`config.mk`:
```
export PLATFORM = sky130hd
export DESIGN_NAME = ps2_arrow_decoder
export DESIGN_NICKNAME = d
export VERILOG_FILES = /design/src/rtl/ps2_arrow_decoder_pkg.sv /design/src/rtl/ps2_arrow_decoder_rx_frame.sv /design/src/rtl/ps2_arrow_decoder.sv
export SDC_FILE = /design/constraint.sdc
export NUM_CORES = 1
export LEC_CHECK = 0
export ABC_AREA = 1
export BUFFER_PORTS_ARGS = -buffer_cell sky130_fd_sc_hd__buf_2
export CAP_MARGIN = 10
export CORE_MARGIN = 2
export CORE_UTILIZATION = 52
export CTS_CLUSTER_DIAMETER = 80
export DETAILED_ROUTE_END_ITERATION = 10
export HOLD_SLACK_MARGIN = 0.1
export PLACE_DENSITY = 0.75
export SLEW_MARGIN = 20
export SYNTH_ARGS = -nofsm -noshare
export SYNTH_HDL_FRONTEND = slang
export SYNTH_SLANG_ARGS = --single-unit
export TNS_END_PERCENT = 5
```
`constraint.sdc`:
```
create_clock -name clk -period 2.2 [get_ports clk]
set_clock_uncertainty 0.05 [all_clocks]
set_input_delay 0.33 -clock clk [delete_from_list [all_inputs] [get_ports clk]]
set_output_delay 0.33 -clock clk [all_outputs]
set_load 0.005 [all_outputs]
```
`src/rtl/ps2_arrow_decoder_pkg.sv`:
```
// ps2_arrow_pkg: shared types and constants for the PS/2 arrow-key decoder.
//   - dir_t      : 2-bit direction reported on move_dir
//   - held_t     : direction currently held down, with a "none" encoding
//   - rx_state_t : receiver frame state
//   - SC_*       : scan-code constants (prefixes, arrows, WASD)
// The optional WASD decode is controlled by the PS2_ARROW_WASD_EN macro in
// ps2_arrow_decoder.sv; this package only provides the codes.
package ps2_arrow_pkg;

  typedef enum logic [1:0] {
    DIR_UP    = 2'd0,
    DIR_DOWN  = 2'd1,
    DIR_LEFT  = 2'd2,
    DIR_RIGHT = 2'd3
  } dir_t;

  // Bit 2 set means no direction is held; bits [1:0] mirror dir_t otherwise.
  typedef enum logic [2:0] {
    HELD_UP    = 3'd0,
    HELD_DOWN  = 3'd1,
    HELD_LEFT  = 3'd2,
    HELD_RIGHT = 3'd3,
    HELD_NONE  = 3'd4
  } held_t;

  typedef enum logic [1:0] {
    RX_IDLE   = 2'd0,
    RX_DATA   = 2'd1,
    RX_PARITY = 2'd2,
    RX_STOP   = 2'd3
  } rx_state_t;

  localparam logic [7:0] SC_EXT   = 8'hE0;
  localparam logic [7:0] SC_BRK   = 8'hF0;
  localparam logic [7:0] SC_UP    = 8'h75;
  localparam logic [7:0] SC_DOWN  = 8'h72;
  localparam logic [7:0] SC_LEFT  = 8'h6B;
  localparam logic [7:0] SC_RIGHT = 8'h74;
  localparam logic [7:0] SC_W     = 8'h1D;
  localparam logic [7:0] SC_S     = 8'h1B;
  localparam logic [7:0] SC_A     = 8'h1C;
  localparam logic [7:0] SC_D     = 8'h23;

  // PS/2 uses odd parity: data bits plus parity bit must hold an odd count of ones.
  function automatic logic odd_parity_ok(input logic [7:0] data, input logic par);
    return ^{data, par};
  endfunction

endpackage

```
`src/rtl/ps2_arrow_decoder_rx_frame.sv`:
```
// ps2_rx_frame: PS/2 frame receiver.
//   Synchronises PS2_CLK/PS2_DAT, glitch-filters the clock, strobes on its
//   falling edge and deserialises 11-bit frames (start, 8 data LSB first,
//   odd parity, stop). A stalled frame is aborted after TIMEOUT_CYC cycles.
// Ports:
//   clk, reset          : system clock, synchronous active-high reset
//   PS2_CLK, PS2_DAT    : raw asynchronous keyboard lines
//   rx_byte, rx_valid   : received byte and its one-cycle valid pulse
//   err_parity          : one-cycle pulse on a parity error
//   err_frame           : one-cycle pulse on bad start/stop bit or timeout
module ps2_rx_frame
  import ps2_arrow_pkg::*;
#(
  parameter int FILTER_LEN  = 8,
  parameter int TIMEOUT_CYC = 100000
) (
  input  logic       clk,
  input  logic       reset,
  input  logic       PS2_CLK,
  input  logic       PS2_DAT,
  output logic [7:0] rx_byte,
  output logic       rx_valid,
  output logic       err_parity,
  output logic       err_frame
);

  localparam int FCW = (FILTER_LEN > 1) ? $clog2(FILTER_LEN) : 1;
  localparam int TCW = $clog2(TIMEOUT_CYC + 1);

  logic            r_clk_s1, r_clk_s2, r_dat_s1, r_dat_s2;
  logic            r_filt, r_filt_d;
  logic [FCW-1:0]  r_fcnt;
  logic            w_strobe;
  rx_state_t       r_state, w_state_nx;
  logic [2:0]      r_bitcnt;
  logic [7:0]      r_shift;
  logic            r_par;
  logic [TCW-1:0]  r_to_cnt;
  logic            w_timeout;
  logic            w_valid_nx, w_perr_nx, w_ferr_nx;
  logic            r_rx_valid, r_err_parity, r_err_frame;

  // Two-flop synchronisers; idle PS/2 lines are high.
  always_ff @(posedge clk) begin
    if (reset) begin
      r_clk_s1 <= 1'b1;
      r_clk_s2 <= 1'b1;
      r_dat_s1 <= 1'b1;
      r_dat_s2 <= 1'b1;
    end else begin
      r_clk_s1 <= PS2_CLK;
      r_clk_s2 <= r_clk_s1;
      r_dat_s1 <= PS2_DAT;
      r_dat_s2 <= r_dat_s1;
    end
  end

  // Clock filter: flip only after FILTER_LEN consecutive samples disagree with it.
  always_ff @(posedge clk) begin
    if (reset) begin
      r_filt   <= 1'b1;
      r_filt_d <= 1'b1;
      r_fcnt   <= '0;
    end else begin
      r_filt_d <= r_filt;
      if (r_clk_s2 != r_filt) begin
        if (r_fcnt == FCW'(FILTER_LEN - 1)) begin
          r_filt <= r_clk_s2;
          r_fcnt <= '0;
        end else begin
          r_fcnt <= r_fcnt + FCW'(1);
        end
      end else begin
        r_fcnt <= '0;
      end
    end
  end

  assign w_strobe  = r_filt_d & ~r_filt;
  assign w_timeout = (r_state != RX_IDLE) && !w_strobe &&
                     (r_to_cnt == TCW'(TIMEOUT_CYC - 1));

  // Receiver state register plus registered result pulses.
  always_ff @(posedge clk) begin
    if (reset) begin
      r_state      <= RX_IDLE;
      r_rx_valid   <= 1'b0;
      r_err_parity <= 1'b0;
      r_err_frame  <= 1'b0;
    end else begin
      r_state      <= w_state_nx;
      r_rx_valid   <= w_valid_nx;
      r_err_parity <= w_perr_nx;
      r_err_frame  <= w_ferr_nx;
    end
  end

  // Receiver next-state logic; a timeout overrides everything.
  always_comb begin
    w_state_nx = r_state;
    if (w_timeout) begin
      w_state_nx = RX_IDLE;
    end else if (w_strobe) begin
      case (r_state)
        RX_IDLE:   w_state_nx = r_dat_s2 ? RX_IDLE : RX_DATA;
        RX_DATA:   w_state_nx = (r_bitcnt == 3'd7) ? RX_PARITY : RX_DATA;
        RX_PARITY: w_state_nx = RX_STOP;
        RX_STOP:   w_state_nx = RX_IDLE;
        default:   w_state_nx = RX_IDLE;
      endcase
    end else begin
      w_state_nx = r_state;
    end
  end

  // Receiver result decode, registered above.
  always_comb begin
    w_valid_nx = 1'b0;
    w_perr_nx  = 1'b0;
    w_ferr_nx  = w_timeout;
    if (w_strobe) begin
      case (r_state)
        RX_IDLE: w_ferr_nx = r_dat_s2;
        RX_STOP: begin
          if (!odd_parity_ok(r_shift, r_par)) begin
            w_perr_nx = 1'b1;
          end else if (!r_dat_s2) begin
            w_ferr_nx = 1'b1;
          end else begin
            w_valid_nx = 1'b1;
          end
        end
        default: w_valid_nx = 1'b0;
      endcase
    end else begin
      w_valid_nx = 1'b0;
    end
  end

  // Shift register, bit counter, parity capture and inter-strobe timer.
  always_ff @(posedge clk) begin
    if (reset) begin
      r_bitcnt <= 3'd0;
      r_shift  <= 8'd0;
      r_par    <= 1'b0;
      r_to_cnt <= '0;
    end else begin
      if (r_state == RX_IDLE || w_strobe) begin
        r_to_cnt <= '0;
      end else begin
        r_to_cnt <= r_to_cnt + TCW'(1);
      end
      if (w_strobe) begin
        case (r_state)
          RX_IDLE:   r_bitcnt <= 3'd0;
          RX_DATA: begin
            r_shift  <= {r_dat_s2, r_shift[7:1]};
            r_bitcnt <= r_bitcnt + 3'd1;
          end
          RX_PARITY: r_par <= r_dat_s2;
          default:   r_bitcnt <= 3'd0;
        endcase
      end
    end
  end

  assign rx_byte    = r_shift;
  assign rx_valid   = r_rx_valid;
  assign err_parity = r_err_parity;
  assign err_frame  = r_err_frame;

endmodule

```
`src/rtl/ps2_arrow_decoder.sv`:
```
// ps2_arrow_decoder: PS/2 keyboard to direction-event front end.
//   Tracks E0/F0 prefixes, keeps the currently held direction, suppresses
//   typematic repeats and presents one event per key press through a 1-deep
//   valid/ready output register.
//   Define PS2_ARROW_WASD_EN to also decode unprefixed W/S/A/D keys.
// Ports:
//   clk, reset           : system clock, synchronous active-high reset
//   PS2_CLK, PS2_DAT     : raw asynchronous keyboard lines
//   move_valid/move_dir  : direction event (0 up, 1 down, 2 left, 3 right)
//   move_ready           : consumer accepts on move_valid & move_ready
//   err_parity/err_frame : one-cycle receive error pulses
//   overflow             : sticky, an event was dropped
module ps2_arrow_decoder
  import ps2_arrow_pkg::*;
#(
  parameter int FILTER_LEN  = 8,
  parameter int TIMEOUT_CYC = 100000
) (
  input  logic       clk,
  input  logic       reset,
  input  logic       PS2_CLK,
  input  logic       PS2_DAT,
  output logic       move_valid,
  output logic [1:0] move_dir,
  input  logic       move_ready,
  output logic       err_parity,
  output logic       err_frame,
  output logic       overflow
);

  logic [7:0] w_rx_byte;
  logic       w_rx_valid, w_err_par, w_err_frm;
  logic       r_ext, r_brk;
  held_t      r_held;
  logic       w_is_prefix, w_is_dir, w_evt;
  dir_t       w_dir;
  logic       r_move_valid, r_overflow;
  dir_t       r_move_dir;

  ps2_rx_frame #(
    .FILTER_LEN  (FILTER_LEN),
    .TIMEOUT_CYC (TIMEOUT_CYC)
  ) u_rx (
    .clk        (clk),
    .reset      (reset),
    .PS2_CLK    (PS2_CLK),
    .PS2_DAT    (PS2_DAT),
    .rx_byte    (w_rx_byte),
    .rx_valid   (w_rx_valid),
    .err_parity (w_err_par),
    .err_frame  (w_err_frm)
  );

  assign w_is_prefix = (w_rx_byte == SC_EXT) || (w_rx_byte == SC_BRK);

  // Classify the received byte against the current extended flag.
  always_comb begin
    w_is_dir = 1'b0;
    w_dir    = DIR_UP;
    if (r_ext) begin
      case (w_rx_byte)
        SC_UP:    begin w_is_dir = 1'b1; w_dir = DIR_UP;    end
        SC_DOWN:  begin w_is_dir = 1'b1; w_dir = DIR_DOWN;  end
        SC_LEFT:  begin w_is_dir = 1'b1; w_dir = DIR_LEFT;  end
        SC_RIGHT: begin w_is_dir = 1'b1; w_dir = DIR_RIGHT; end
        default:  begin w_is_dir = 1'b0; w_dir = DIR_UP;    end
      endcase
    end else begin
`ifdef PS2_ARROW_WASD_EN
      case (w_rx_byte)
        SC_W:    begin w_is_dir = 1'b1; w_dir = DIR_UP;    end
        SC_S:    begin w_is_dir = 1'b1; w_dir = DIR_DOWN;  end
        SC_A:    begin w_is_dir = 1'b1; w_dir = DIR_LEFT;  end
        SC_D:    begin w_is_dir = 1'b1; w_dir = DIR_RIGHT; end
        default: begin w_is_dir = 1'b0; w_dir = DIR_UP;    end
      endcase
`else
      w_is_dir = 1'b0;
`endif
    end
  end

  // A make of a direction other than the one held is a new press.
  assign w_evt = w_rx_valid && !w_is_prefix && w_is_dir && !r_brk &&
                 (r_held != held_t'({1'b0, w_dir}));

  // Prefix flags: set by E0/F0, consumed by the next code, cleared by errors.
  always_ff @(posedge clk) begin
    if (reset) begin
      r_ext <= 1'b0;
      r_brk <= 1'b0;
    end else if (w_err_par || w_err_frm) begin
      r_ext <= 1'b0;
      r_brk <= 1'b0;
    end else if (w_rx_valid) begin
      if (w_rx_byte == SC_EXT) begin
        r_ext <= 1'b1;
      end else if (w_rx_byte == SC_BRK) begin
        r_brk <= 1'b1;
      end else begin
        r_ext <= 1'b0;
        r_brk <= 1'b0;
      end
    end
  end

  // Held direction: updated on makes even when the event itself is dropped.
  always_ff @(posedge clk) begin
    if (reset) begin
      r_held <= HELD_NONE;
    end else if (w_rx_valid && !w_is_prefix && w_is_dir) begin
      if (!r_brk) begin
        r_held <= held_t'({1'b0, w_dir});
      end else if (r_held == held_t'({1'b0, w_dir})) begin
        r_held <= HELD_NONE;
      end
    end
  end

  // 1-deep output register; may reload in the cycle its event is accepted.
  always_ff @(posedge clk) begin
    if (reset) begin
      r_move_valid <= 1'b0;
      r_move_dir   <= DIR_UP;
      r_overflow   <= 1'b0;
    end else if (w_evt) begin
      if (!r_move_valid || move_ready) begin
        r_move_valid <= 1'b1;
        r_move_dir   <= w_dir;
      end else begin
        r_overflow <= 1'b1;
      end
    end else if (r_move_valid && move_ready) begin
      r_move_valid <= 1'b0;
    end
  end

  assign move_valid = r_move_valid;
  assign move_dir   = r_move_dir;
  assign overflow   = r_overflow;
  assign err_parity = w_err_par;
  assign err_frame  = w_err_frm;

endmodule

```
* Word-level counts from Yosys, hierarchy flattened *
Cells that the tools add are included.

word-level totals
  register bits = 52
  bits in writable memories = 0
  memories = 0
  bits in read-only memories = 0
  bits in latches = 0

cells by class
  add/subtract/negate cells = 3
  magnitude comparators = 0
  shift-type cells = 0
  bitwise logic cells = 9
  multiplexer cells = 22
  divide/modulo/power cells = 0
  eq/ne operators = 18
  multiply operators = 0
  reductions and logical operators = 36

operators by type and width
  kind                     number
  $eq A8 B7 Y1 const B     4
  $reduce_and A2 Y1        10
  $add A17 B1 Y17 const B  1
  $eq A17 B17 Y1 const B   1
  $eq A8 B8 Y1 const B     2
  $mux W1                  14
  $reduce_xor A9 Y1        1
  $not A1 Y1               8
  $pmux W2 S4              1
  $reduce_or A4 Y1         2
  $logic_and A1 B1 Y1      7
  $add A3 B1 Y3 const B    2
  $eq A3 B3 Y1 const B     2
  $mux W3                  2
  $pmux W2 S3              1
  $pmux W3 S2              1
  $reduce_or A2 Y1         3
  $reduce_or A3 Y1         2
  $eq A2 B2 Y1 const B     2
  $logic_not A1 Y1         4
  $logic_or A1 B1 Y1       4
  $mux W2                  2
  $ne A2 B1 Y1 const B     2
  $reduce_bool A2 Y1       2
  other kinds (8)          8

* Depth between registers and ports, before layout *
  word-level depth = 9
  gate-level depth with buffers = 13

* Modules after synthesis *
Synthesis repeated with hierarchy kept, for this count alone.

unflattened totals
  cell total of the unflattened synthesis = 349
  area total of the unflattened synthesis = 2555.0 sq um

modules (own cells, without submodules)
  module             instances  cells each  sequential area each (sq um)  area an instance (sq um)
  ps2_rx_frame       1          250         860.8                         1938.1
  ps2_arrow_decoder  1          99          180.2                         616.8

* Worst setup path after synthesis *
Ideal clock, no wire load.

  path type = flip-flop to flip-flop
  start point = register u_rx.r_to_cnt[0]
  end point = register u_rx.r_to_cnt[14]
  data arrival time = 1.395 ns
  buffers on the path = 0
  cell stages (with the launch flop) = 13
  setup time = 0.117 ns
  period minus slack after synthesis = 1.562 ns
  path slack = 0.638 ns
  cell sequence = dfxtp_1 > ha_1 > nand2_1 > inv_2 > nand2_2 > nor3_4 > nand2_1 > nor2_1 > nand3_1 > nor2_1 > nand2_1 > o21ai_1 > a21oi_1

between the ends
  longest elaborated chain between the ends = 1

ends and longest elaborated chain
  element                 RTL line                           RTL
  from (decl)             ps2_arrow_decoder_rx_frame.sv:38   logic [TCW-1:0] r_to_cnt;
  from (signal assigned)  ps2_arrow_decoder_rx_frame.sv:151  r_to_cnt <= r_to_cnt + TCW'(1);
  $add A17 B1 Y17         ps2_arrow_decoder_rx_frame.sv:151

Every way passes these cells.
A chain may end at the register's enable or synchronous reset.

* Worst setup path in the final report *
  start point = register u_rx.r_state[0]
  end point = register u_rx.r_to_cnt[12]

between the ends
  longest elaborated chain between the ends = 3

ends and longest elaborated chain
  element                            RTL line                           RTL
  from (decl)                        ps2_arrow_decoder_rx_frame.sv:34   rx_state_t r_state, w_state_nx;
  from (signal assigned)             ps2_arrow_decoder_rx_frame.sv:91   r_state <= w_state_nx;
  $logic_not A2 Y1                   ps2_arrow_decoder_rx_frame.sv:148  if (r_state == RX_IDLE || w_strobe) begin
  $logic_or A1 B1 Y1                 ps2_arrow_decoder_rx_frame.sv:148
  $reduce_or A2 Y1 (no source line)  --

Every way passes these cells.

==> metrics.md <==
| Metric | Value |
|---|---|
| Result of the run | `complete, no violations` |
| Setup ws final | `457 ps` |
| Critical path, cell by cell | `inv_1 > ha_1 > nor2_1 > nand2_1 > inv_1 > o21ai_0 > a21oi_1` |
| Cell area reported after detailed placement | `2600 um^2` |
| Number of synthesized register bits | `52` |
| Vias in the first global route | `1856` |
| Number of routed nets with antenna violations | `0` |
| Layout fillers | `451` |
| IR Drop Worst-Case VDD | `around 0.4 mV` |
| Buffer type at the clock tree root | `sky130_fd_sc_hd__clkbuf_8` |
| Area delta synth->final | `8.59%` |
| Global placer's final weighted congestion | `between 0.8 and 0.9` |
| Worst slew margin relative to its limit | `73.4%` |
| Clock slew at the register clock pins of the worst setup and hold paths | `90 ps` |
| Cell area after synthesis | `2490 um^2` |
| Total power density per cell area | `between 500 and 600 nW/um^2` |
| Worst path slowest cell | `sky130_fd_sc_hd__dfxtp_1` |
| Number of buffers added by the clock tree synthesis step | `5` |
| Post-route cell area | `2710 um^2` |
| Async SR Flop Fraction | `0%` |
| Vias post-DR | `about 2000` |
| Number of distinct library cells after synthesis | `38` |
| Setup Viol. Count Final | `0` |
| Hold buffer count at cts | `0` |
| Dominant cell type by count on the critical path | `sky130_fd_sc_hd__inv_1` |
| Fin. max-slew vios | `0` |
| Half-perimeter wire length of the detailed placement result | `around 3200 um` |
| Total design power | `0.00161 W` |
| Net switching share of the total power | `19.6%` |
| Setup slack at placement | `~440 ps` |
| Top fanout value on the critical path | `10` |
| Static leakage power | `1.09 nW` |
| Final routed wirelength across all metal layers | `4240 um` |
| Internal power summed over all cells | `0.00129 W` |
| Worst path arrival time | `1930 ps` |
| DRC viols | `0` |
| Final-report hold violation count | `0` |
| Total die area | `5360 um^2` |
| Worst setup SP type | `flip-flop` |
| Synthesized instance count | `335` |
| Width of the die | `73.2 um` |
| Number of nets in the layout | `364` |
| Minimum period implied by the final worst setup slack | `1740 ps` |
| Mean post-synth cell area | `7.44 um^2` |
| Maximum buffer depth of the clock tree | `2` |
| Crit Path Class | `flip-flop to flip-flop` |
| Gate family responsible for the most delay along the worst path | `flip-flops` |
| Sum of overflow across all layers after global routing | `0` |
| Iter 0 DRT Violations | `88` |
| Yosys warns | `0` |
| Net switching power | `0.000315 W` |
| Effective utilization at floorplan | `a little over half` |
| Placeable core region | `4660 um^2` |
| Maximum number of pins on one net before global-route repair | `17` |
| Floorplan die height | `73.2 um` |
| Portion of total power attributed to combinational logic | `1.5%` |
| Global-route usage over all layers | `a little under a fifth` |
| DR vias/cell | `4.95` |
| Global-route wire length before repair | `~7600 um` |
| Hold Slack | `156 ps` |
| Clock Latency Late Sink | `roughly 300 ps` |
| Inserted Diodes | `0` |
| Number of synthesized flops with an enable pin | `0` |
| Number of clock sinks seen by CTS | `52` |
| Post-CTS setup-driven buffer insertion count | `0` |
| Proportion of synthesized chip area in sequential cells | `41.8%` |
| Fin crit share | `79.2%` |
| Total negative setup slack | `0 ps` |
| Buffers on Ports | `10` |
| Fraction of final layout cells sized beyond drive strength 1 | `13.7%` |
| Worst Tran Pin Value | `398 ps` |
| Total number of H-tree levels | `2` |
| Part of the total power dissipated in the clock network | `39.6%` |
| Delay of the slowest critical-path stage | `430 ps` |
| Maxcap violations | `0` |
| Syn nets | `349` |
| Upper clock frequency limit | `0.574 GHz` |
| Endpoint kind of the worst setup timing path | `flip-flop` |
| Row Count | `25` |
| Predominant post-synthesis flop cell | `sky130_fd_sc_hd__dfxtp_1` |
| Post-cts resize count | `0` |
| First-pass detailed-route iteration total | `5` |
| Number of placed I/O pins | `11` |
| Antenna violations before repair | `0` |
| RSZ-0062 raised after global routing | `no` |
| Sequential fraction of design power | `58.9%` |
| Routed wire length per instance | `between 10 and 15 um` |
| Clock tree from TritonCTS | `done` |
| Number of buffers and inverters on the critical path | `2` |
| Hold Crit Class | `input pin to flip-flop` |
| Worst path required time | `approximately 2400 ps` |
[cells in the final DEF, fill, tap and decap left out, types with 9 or more instances in the layout]
master	count
sky130_fd_sc_hd__inv_1	42
sky130_fd_sc_hd__nand3_1	15
sky130_fd_sc_hd__ha_1	9
sky130_fd_sc_hd__nand2_1	67
sky130_fd_sc_hd__nor2_1	39
sky130_fd_sc_hd__buf_2	10
sky130_fd_sc_hd__a21oi_1	33
sky130_fd_sc_hd__dfxtp_1	52
sky130_fd_sc_hd__o21ai_0	16
[final cells by class]
class / instances / area, um^2 / share of cell area [%]
clock inverter: 2 / 35.0 / 1.30
inverter: 49 / 184 / 6.80
multi-input combinational: 230 / 1240 / 45.8
timing repair buffer: 12 / 65.1 / 2.41
tap: 54 / 67.6 / 2.50
sequential: 52 / 1040 / 38.5
clock buffer: 6 / 72.6 / 2.68
[metal layers]
metal | share of wire (%) | wire (um) | GRT usage (%) | up-vias
met5 | 0 | 0 | 0 | -
met1 | 49 | 2100 | 23.1 | 876
met4 | 1.5 | 65 | 7.41 | 0
met3 | 2.4 | 103 | 4.56 | 4
li1 | - | - | - | 1104
met2 | 46 | 1970 | 29.7 | 19
[power by group through the flow]
stage               clock, W  combinational [W]  sequential [W]
finish              0.000636          0.0000237        0.000946
global route        0.000700          0.0000275        0.000947
CTS                 0.000665          0.0000241        0.000946
detailed placement         0          0.0000241        0.000968
global placement           0          0.0000236        0.000968
floorplan                  0          0.0000161        0.000968
[worst reg2reg max path: stages, from the launching register on]
cell                      delay, ps
sky130_fd_sc_hd__dfxtp_1        430
sky130_fd_sc_hd__inv_1           90
sky130_fd_sc_hd__ha_1           230
sky130_fd_sc_hd__nor2_1         160
sky130_fd_sc_hd__nand2_1        240
sky130_fd_sc_hd__inv_1          230
sky130_fd_sc_hd__o21ai_0        120
sky130_fd_sc_hd__a21oi_1        140
[logic make-up (layout without fill, tap and decap cells)]
family,count (synthesis),count (layout),synth area share [%]
DFF,52,52,41.8
adders and majority gates,9,9,4.52
xor gates and xnor gates,7,7,2.46
AOI/OAI and AO/OA,58,58,13.1
and+or+nand+nor,156,156,29.7
buffers and inverters,53,69,8.44
[flip-flops by register name, summed over array words and instances, names as in the netlist, 2 cells and up, named ones only]
signal         count
r_held             3
u_rx.r_to_cnt     17
u_rx.r_bitcnt      3
u_rx.rx_byte       8
move_dir           2
u_rx.r_fcnt        3
[worst paths after layout]
path	endpoint	startpoint	slack, ps	cells past startpoint
setup / recovery	u_rx.r_to_cnt[12]	u_rx.r_state[0]	460	7
hold / removal	u_rx.r_clk_s1	PS2_CLK	160	2
setup reg to reg	u_rx.r_to_cnt[12]	u_rx.r_state[0]	460	7
hold reg to reg	u_rx.r_dat_s2	u_rx.r_dat_s1	370	1
[per-stage QoR]
stage               utilization (%)  cells
detailed placement             55.7    397
floorplan                         -    335
finish                         58.0    405
CTS                            58.0    405
global placement               55.7    397
global route                   58.0    405
[Yosys cell counts, types with 2 or more instances]
| cell type | n | area [um^2] |
|---|---|---|
| sky130_fd_sc_hd__a21oi_1 | 33 | 165 |
| sky130_fd_sc_hd__clkbuf_1 | 2 | 7.51 |
| sky130_fd_sc_hd__dfxtp_1 | 52 | 1040 |
| sky130_fd_sc_hd__ha_1 | 9 | 113 |
| sky130_fd_sc_hd__inv_1 | 42 | 158 |
| sky130_fd_sc_hd__inv_2 | 7 | 26.3 |
| sky130_fd_sc_hd__nand2_1 | 67 | 251 |
| sky130_fd_sc_hd__nand2_2 | 7 | 43.8 |
| sky130_fd_sc_hd__nand3_1 | 15 | 75.1 |
| sky130_fd_sc_hd__nand4_1 | 4 | 25.0 |
| sky130_fd_sc_hd__nor2_1 | 39 | 146 |
| sky130_fd_sc_hd__nor2_2 | 3 | 18.8 |
| sky130_fd_sc_hd__nor3_1 | 4 | 20.0 |
| sky130_fd_sc_hd__nor4_1 | 2 | 12.5 |
| sky130_fd_sc_hd__o21a_1 | 2 | 15.0 |
| sky130_fd_sc_hd__o21ai_0 | 16 | 80.1 |
| sky130_fd_sc_hd__o21ai_1 | 2 | 10.0 |
| sky130_fd_sc_hd__or2_2 | 4 | 25.0 |
| sky130_fd_sc_hd__xnor2_1 | 5 | 43.8 |
| sky130_fd_sc_hd__xor2_1 | 2 | 17.5 |
Power figures use the tool's default switching activity.
